### config.mk
export PLATFORM = sky130hd
export DESIGN_NAME = alert_level_encoder
export DESIGN_NICKNAME = d
export VERILOG_FILES = /design/src/rtl/alert_level_encoder.sv
export SDC_FILE = /design/constraint.sdc
export NUM_CORES = 1
export LEC_CHECK = 0
export CAP_MARGIN = 20
export CORE_MARGIN = 8
export CORE_UTILIZATION = 50
export CTS_BUF_LIST = sky130_fd_sc_hd__clkbuf_2 sky130_fd_sc_hd__clkbuf_4 sky130_fd_sc_hd__clkbuf_8
export DETAILED_ROUTE_END_ITERATION = 10
export GPL_ROUTABILITY_DRIVEN = 0
export GPL_TIMING_DRIVEN = 0
export PLACE_DENSITY = 0.74
export SYNTH_ARGS = -nofsm -noshare
export SYNTH_HDL_FRONTEND = slang
export SYNTH_SLANG_ARGS = --single-unit
### constraint.sdc
create_clock -name clock -period 2.8 [get_ports clock]
set_input_delay 0.7 -clock clock [delete_from_list [all_inputs] [get_ports clock]]
set_output_delay 0.7 -clock clock [all_outputs]
set_load 0.02 [all_outputs]
### src/rtl/alert_level_encoder.sv
// Threat-score to one-hot alert level conditioner: threshold hysteresis,
// consecutive-sample confirmation and a stale-input fail-safe.
module alert_level_encoder #(
  parameter int unsigned YELLOW_TH    = 64,
  parameter int unsigned RED_TH       = 192,
  parameter int unsigned HYST         = 16,
  parameter int unsigned CONFIRM      = 3,
  parameter int unsigned DOWN_CONFIRM = 5,
  parameter int unsigned STALE_LIMIT  = 10
) (
  input  logic       clock,
  input  logic       reset,
  input  logic [7:0] threat,
  input  logic       threat_valid,
  output logic       green,
  output logic       yellow,
  output logic       red,
  output logic       level_change,
  output logic       stale,
  output logic [7:0] dwell
);

  typedef enum logic [1:0] {
    GREEN  = 2'd0,
    YELLOW = 2'd1,
    RED    = 2'd2
  } level_t;

  localparam logic [8:0] YEL9  = 9'(YELLOW_TH);
  localparam logic [8:0] RED9  = 9'(RED_TH);
  localparam logic [8:0] HYST9 = 9'(HYST);
  localparam logic [3:0] UP4   = 4'(CONFIRM);
  localparam logic [3:0] DN4   = 4'(DOWN_CONFIRM);
  localparam logic [7:0] LIM8  = 8'(STALE_LIMIT);

  level_t     state, state_nx, cls;
  logic [3:0] up_cnt, dn_cnt, up_nx, dn_nx, up_inc, dn_inc;
  logic [7:0] stale_cnt, stale_nx;
  logic [8:0] score, sum;
  logic       above, below;

  always_comb begin
    score  = {1'b0, threat};
    sum    = score + HYST9;
    if (score >= RED9)      cls = RED;
    else if (score >= YEL9) cls = YELLOW;
    else                    cls = GREEN;
    above  = cls > state;
    below  = ((state == RED) && (sum < RED9)) || ((state == YELLOW) && (sum < YEL9));
    up_inc = up_cnt + 4'd1;
    dn_inc = dn_cnt + 4'd1;

    state_nx = state;
    up_nx    = up_cnt;
    dn_nx    = dn_cnt;
    stale_nx = stale_cnt;

    if (threat_valid) begin
      stale_nx = 8'd0;
      if (above) begin
        dn_nx = 4'd0;
        if (up_inc == UP4) begin
          state_nx = cls;
          up_nx    = 4'd0;
        end else begin
          up_nx = up_inc;
        end
      end else if (below) begin
        up_nx = 4'd0;
        if (dn_inc == DN4) begin
          state_nx = (state == RED) ? YELLOW : GREEN;
          dn_nx    = 4'd0;
        end else begin
          dn_nx = dn_inc;
        end
      end else begin
        up_nx = 4'd0;
        dn_nx = 4'd0;
      end
    end else if (stale_cnt != 8'd255) begin
      stale_nx = stale_cnt + 8'd1;
      // Fail-safe fires only on the increment that lands on the limit.
      if ((stale_nx == LIM8) && (state == GREEN)) begin
        state_nx = YELLOW;
        up_nx    = 4'd0;
        dn_nx    = 4'd0;
      end
    end
  end

  always_ff @(posedge clock) begin
    if (reset) begin
      state        <= GREEN;
      up_cnt       <= 4'd0;
      dn_cnt       <= 4'd0;
      stale_cnt    <= 8'd0;
      green        <= 1'b1;
      yellow       <= 1'b0;
      red          <= 1'b0;
      level_change <= 1'b0;
      stale        <= 1'b0;
      dwell        <= 8'd0;
    end else begin
      state        <= state_nx;
      up_cnt       <= up_nx;
      dn_cnt       <= dn_nx;
      stale_cnt    <= stale_nx;
      green        <= (state_nx == GREEN);
      yellow       <= (state_nx == YELLOW);
      red          <= (state_nx == RED);
      level_change <= (state_nx != state);
      stale        <= (stale_nx >= LIM8);
      if (state_nx != state)  dwell <= 8'd0;
      else if (dwell != 8'd255) dwell <= dwell + 8'd1;
    end
  end

endmodule

Yosys cells after proc, flatten, opt, wreduce, memory -nomap -nowiden --
Index checks and enable logic that the tools add are counted.
Cells by class: $add $sub $neg 5, $lt $le $gt $ge 6, equal/unequal tests 10, muxes and demuxes 21, reductions and logical operators 10
Operators with widths (number):
- $mux 4 | 9
- $add 8x1->8 const B | 2
- $mux 2 | 8
- $mux 8 | 2
- $ne 8x8->1 const B | 2
- $add 8x5->9 const B | 1
- $lt 9x7->1 const B | 1
- $lt 9x8->1 const B | 1
- $add 4x1->4 const B | 2
- $eq 8x4->1 const B | 1
- $ge 8x4->1 const B | 1
- $ge 8x7->1 const B | 1
- $ge 8x8->1 const B | 1
- $eq 2x1->1 const B | 2
- $eq 2x2->1 const B | 2
- $eq 4x2->1 const B | 1
- $eq 4x3->1 const B | 1
- $logic_not 2->1 | 2
- $reduce_bool 2->1 | 2
- $logic_and 1x1->1 | 3
- $gt 2x2->1 | 1
- $mux 1 | 2
- $ne 2x2->1 | 1
- $reduce_and 2->1 | 1
- 2 further kinds | 2
Storage, ports and cells: register bits after elaboration 31, bits of input ports 11, word-level logic and storage cells 62

Depth between registers and ports, before layout --
Gate-level depths: netlist of run 1.
word-level depth 9, gate-level depth with buffers 10

Least setup slack after synthesis of run 1 --
No wires, ideal clock.
path kind in2reg, start input port threat[6], end register dwell[0], setup time 135 ps, data arrival time 2465 ps, required time 2665 ps, slack 200 ps, cell stages on the path 8, cells stage by stage ha_1 ha_1 nor2b_1 o21ai_1 nand2_1 or3_4 a211oi_4 nor4_1
On the way: cells in the longest elaborated chain, start to end 9, elaborated cells on any way between the ends 17
Ends and longest elaborated chain:
- from (decl) | RTL line 13 | input logic [7:0] threat,
- $add 8x5->9 | RTL line 44 | sum = score + HYST9;
- $lt 9x8->1 / $lt 9x7->1 (equally long branches) | RTL line 49 | below = ((state == RED) && (sum < RED9)) || ((state == YELLOW) && (sum < YEL9));
- $logic_and 1x1->1 | RTL line 49
- $logic_or 1x1->1 | RTL line 49
- $mux 2 | RTL line 68 | end else if (below) begin
- $mux 2 (*) | RTL line 60 | if (above) begin
- $mux 2 (*) | RTL line 58 | if (threat_valid) begin
- $ne 2x2->1 (*) | RTL line 113 | if (state_nx != state) dwell <= 8'd0;
- $reduce_or 2->1 (no line) (*)
- to (signal assigned) | RTL line 114 | else if (dwell != 8'd255) dwell <= dwell + 8'd1;
- to (decl) | RTL line 20 | output logic [7:0] dwell
Every way passes the cells marked *; elsewhere a longest branch is shown, timed or not. A chain may end at the register's enable or synchronous reset.

Worst setup path in the final report of run 1 --
start input port threat[7], end register dwell[1]
Same word-level chain as after synthesis.

==> results.md, run 1 <==
- Status: completed
- HP Class: reg2reg
- Num CTS Buffers: 5
- Footprint of the multi-input gates: 1125 sq um
- Placeable core area: 3390 sq um
- Syn nets: 232
- EDFF count, synth: 0
- DIE WIDTH: 75.91 microns
- Dpl hpwl: 2.811 mm
- Chip Height: 75.91 microns
- Synth async-reset ratio: 0%
- Reg2Reg Depth: 9
- Rows: 21
- Yosys warnings: 0
- Final min period: 2.662 ns
- Final Cycle Share: 95.06%
- Post-synthesis mux area share: 1.674%
- Post-synthesis sequential area ratio: 34.59%
- Largest net degree at the start of global routing: 11
- First-pass GRT wire length: 6.803 mm
- Startpoint types: input pin
- Synth cell types: 51
- Minimum hold slack: 0.5232 ns
- Reg-to-reg endpoint: dwell[1]$_SDFFE_PP0P_
- Most frequent cells in the layout: 31 x dfxtp_1, 16 x a21oi_1, 16 x clkdlybuf4s50_1
- Sw frac: 25.47%
- Post-DP Area: 2032 sq um
- Pre-antenna DRT Iters: 5
- Max-cap violations: 0
- Register Area: 620.6 sq um
- Worst Path Required: 3.00 ns
- Simple-Gate Fraction of Synth Area: 26.08%
- Antenna Violating Nets Remaining: 0
- Relative slew slack: 56.19%
- Initial antenna violation count: 0
- Final Cell Area: 2143 sq um
- RSZ-0062 raised after global routing: no
- Complex-gate fraction of the synthesized area: 22.04%
- Clock Sinks: 31
- Total Routed Length: 3.918 mm
- Logic pwr share: 14.5%
- Routed len/inst: 13.89 microns
- Flop pwr share: 49.1%
- Placed cell count: 274
- Synthesis-stage register bit count: 31
- Number of DRC markers in iteration 0: 135
- Pwr dens: 442.4 nW/um^2
- Psw: 0.2415 mW
- DR vias: 1627
- Remaining Overflow, GRT: 0
- Top cell type's share of synthesized area: 34.59%
- Cells after Synth: 210
- WHS Endpoint: dn_cnt[3]$_SDFFE_PP0P_
- Vias per inst: 5.770
- HP Start: dn_cnt[3]$_SDFFE_PP0P_
- Internal: 0.7066 mW
- I/O pins: 24
- Clk pin slew, worst setup/hold paths: 0.09 ns
- Post-synthesis cell area: 1794 sq um
- CTS tree: yes
- Clock Latency Late Sink: 0.33 ns
- Worst slew pin tran: 0.6572 ns
- Final setup vio count: 0
- Highest fanout seen on the critical path: 9
- WHS Path Cells: 2
- Data arrival, critical path: 2.86 ns
- ANT cells: 0
- Final std cells w/o fill: 282
- Fillers: 299
- Primary FF master, synth: dfxtp_1
- Ranking of synthesized cells by area: dfxtp_1 35%, ha_1 7.7%, a21oi_1 4.5%
- Area leader, netlist: dfxtp_1
- Commonest non-fill, non-tap cell in the layout: dfxtp_1
- Reg2reg setup slack: 0.28 ns
- CP Capture Type: register
- Reg2reg start: stale_cnt[0]$_SDFF_PP0_
- Port-buffer cells: 18
- Final nets: 258
- Post-route DRC violation count: 0
- Fin. Hold Viols: 0
- Clk pwr share: 36.4%
- Die area: 5762 sq um
- Gr usage total: 13.78%
- Vias in the first global route: 1528
- Final Max Tran Viols: 0
- Clk_skew: 0.009189 ns
- H-tree depth: 2
- Clock Tree Buf Depth: 2
- Crit path kind: in2reg
- Starting Density: 52.93%
- Leak Pwr: 0.8128 nW
- Worst IR Drop VDD: 208.6 uV
- Fmax achieved: 375.7 MHz
- Synth Area in XOR/XNOR: 4.393%
- Area share of fa/ha/maj cells after synthesis: 7.671%
- Largest family of logic cells by synthesized area: simple AND/OR/NAND/NOR gates
- Area Overhead vs Synth: 19.46%
- Layout cells sized above 1: 8.475%
- Clock root buffer: clkbuf_4
- Syn Area/Cell: 8.544 sq um
==> routing by layer <==
metal  track usage (%)  vias to the layer above  share of wire (%)
li1                  -                      831                  -
met1             17.49                      743                 50
met2             20.14                       45                 42
met3             4.481                        8                5.9
met4             7.059                        0                2.0
met5                 0                        -                  0
==> stage by stage <==
stage          setup TNS, ns  utilization, %  setup slack [ns]  power [mW]
2_1_floorplan              0               -            0.2002      0.5550
3_3_place_gp          -8.810           59.95           -0.6648      0.5962
3_5_place_dp          -8.949           59.95           -0.6574      0.5986
4_1_cts                    0           63.23            0.2058      0.9530
5_1_grt                    0           63.23           0.05491      0.9920
6_report                   0           63.23            0.1384      0.9481
==> worst max-delay path, cell delays in order <==
cell and delay (ns):
dlygate4sd2_1 0.32, ha_2 0.25, ha_1 0.24, nor2b_1 0.16, o21ai_2 0.23, nand2_1 0.08
or3_4 0.37, a211oi_4 0.30, buf_12 0.16, nor4_1 0.05
==> synthesized netlist by cell type, types with 2 or more instances <==
cell and count:
a211oi_1 2, a21oi_1 16, a31oi_1 2, a32oi_2 2
and3_1 8, and3b_1 2, clkbuf_1 5, dfxtp_1 31
ha_1 11, inv_1 11, mux2i_1 3, nand2_1 15
nand2b_1 3, nand3_1 11, nor2_1 15, nor2b_1 5
nor3_1 6, nor3b_1 2, nor4_1 9, o211ai_1 2
o21a_1 3, o21ai_0 7, o21ai_1 2, or3_1 3
xnor2_1 7, xor2_1 2
==> layout make-up <==
type	instances	share of cell area (%)
multi-input combinational	162	52.48
sequential	31	28.95
timing repair buffer	20	9.574
tap	46	2.685
clock buffer	6	2.102
inverter	11	1.926
clock inverter	1	1.401
buffer	5	0.8757
==> power by group through the flow <==
stage | clock [mW] | sequential, mW | combinational (mW)
after global placement | 0 | 0.475 | 0.121
final | 0.345 | 0.466 | 0.138
after CTS | 0.351 | 0.466 | 0.136
after global routing | 0.373 | 0.468 | 0.151
after floorplan | 0 | 0.482 | 0.0733
after detailed placement | 0 | 0.476 | 0.123
==> how the worst max path moves through the flow <==
stage,from,to,slack [ns],depth (start not counted)
after floorplan,threat[6],dwell[0]$_SDFFE_PP0P_,0.20,8
after global placement,threat[7],level_change$_SDFF_PP0_,-0.66,10
after detailed placement,threat[7],dwell[2]$_SDFFE_PP0P_,-0.66,10
after CTS,threat[7],dwell[1]$_SDFFE_PP0P_,0.21,10
after global routing,threat[7],yellow$_SDFF_PP0_,0.05,9
final,threat[7],dwell[1]$_SDFFE_PP0P_,0.14,10
==> flip-flops by register name (all words and copies together), names as in the netlist <==
register      count
dwell             8
stale_cnt         8
dn_cnt            4
up_cnt            4
state             2
green             1
level_change      1
red               1
stale             1
yellow            1
==> logic make-up (layout without fill, tap and decap cells) <==
group	Yosys count	in the layout
and+or+nand+nor	86	86
AOI/OAI and AO/OA	53	53
DFF	31	31
buffers and inverters	17	43
adders and majority gates	11	11
xor gates and xnor gates	9	9
muxes	3	3
==> timing repair <==
item / in CTS / in global routing
setup buffers: 2 / 0
hold buffers: 0 / 0
endpoints found under the setup margin: 13 / 0
resized for setup: 5 / 0
Note: power is estimated with default switching activity, not from simulation.
==> run 2, diff against run 1 <==
CTS_CLUSTER_SIZE = 24   (was default)
==> results of run 2 <==
No change in the layout: final DEF, timing and power equal those of run 1.
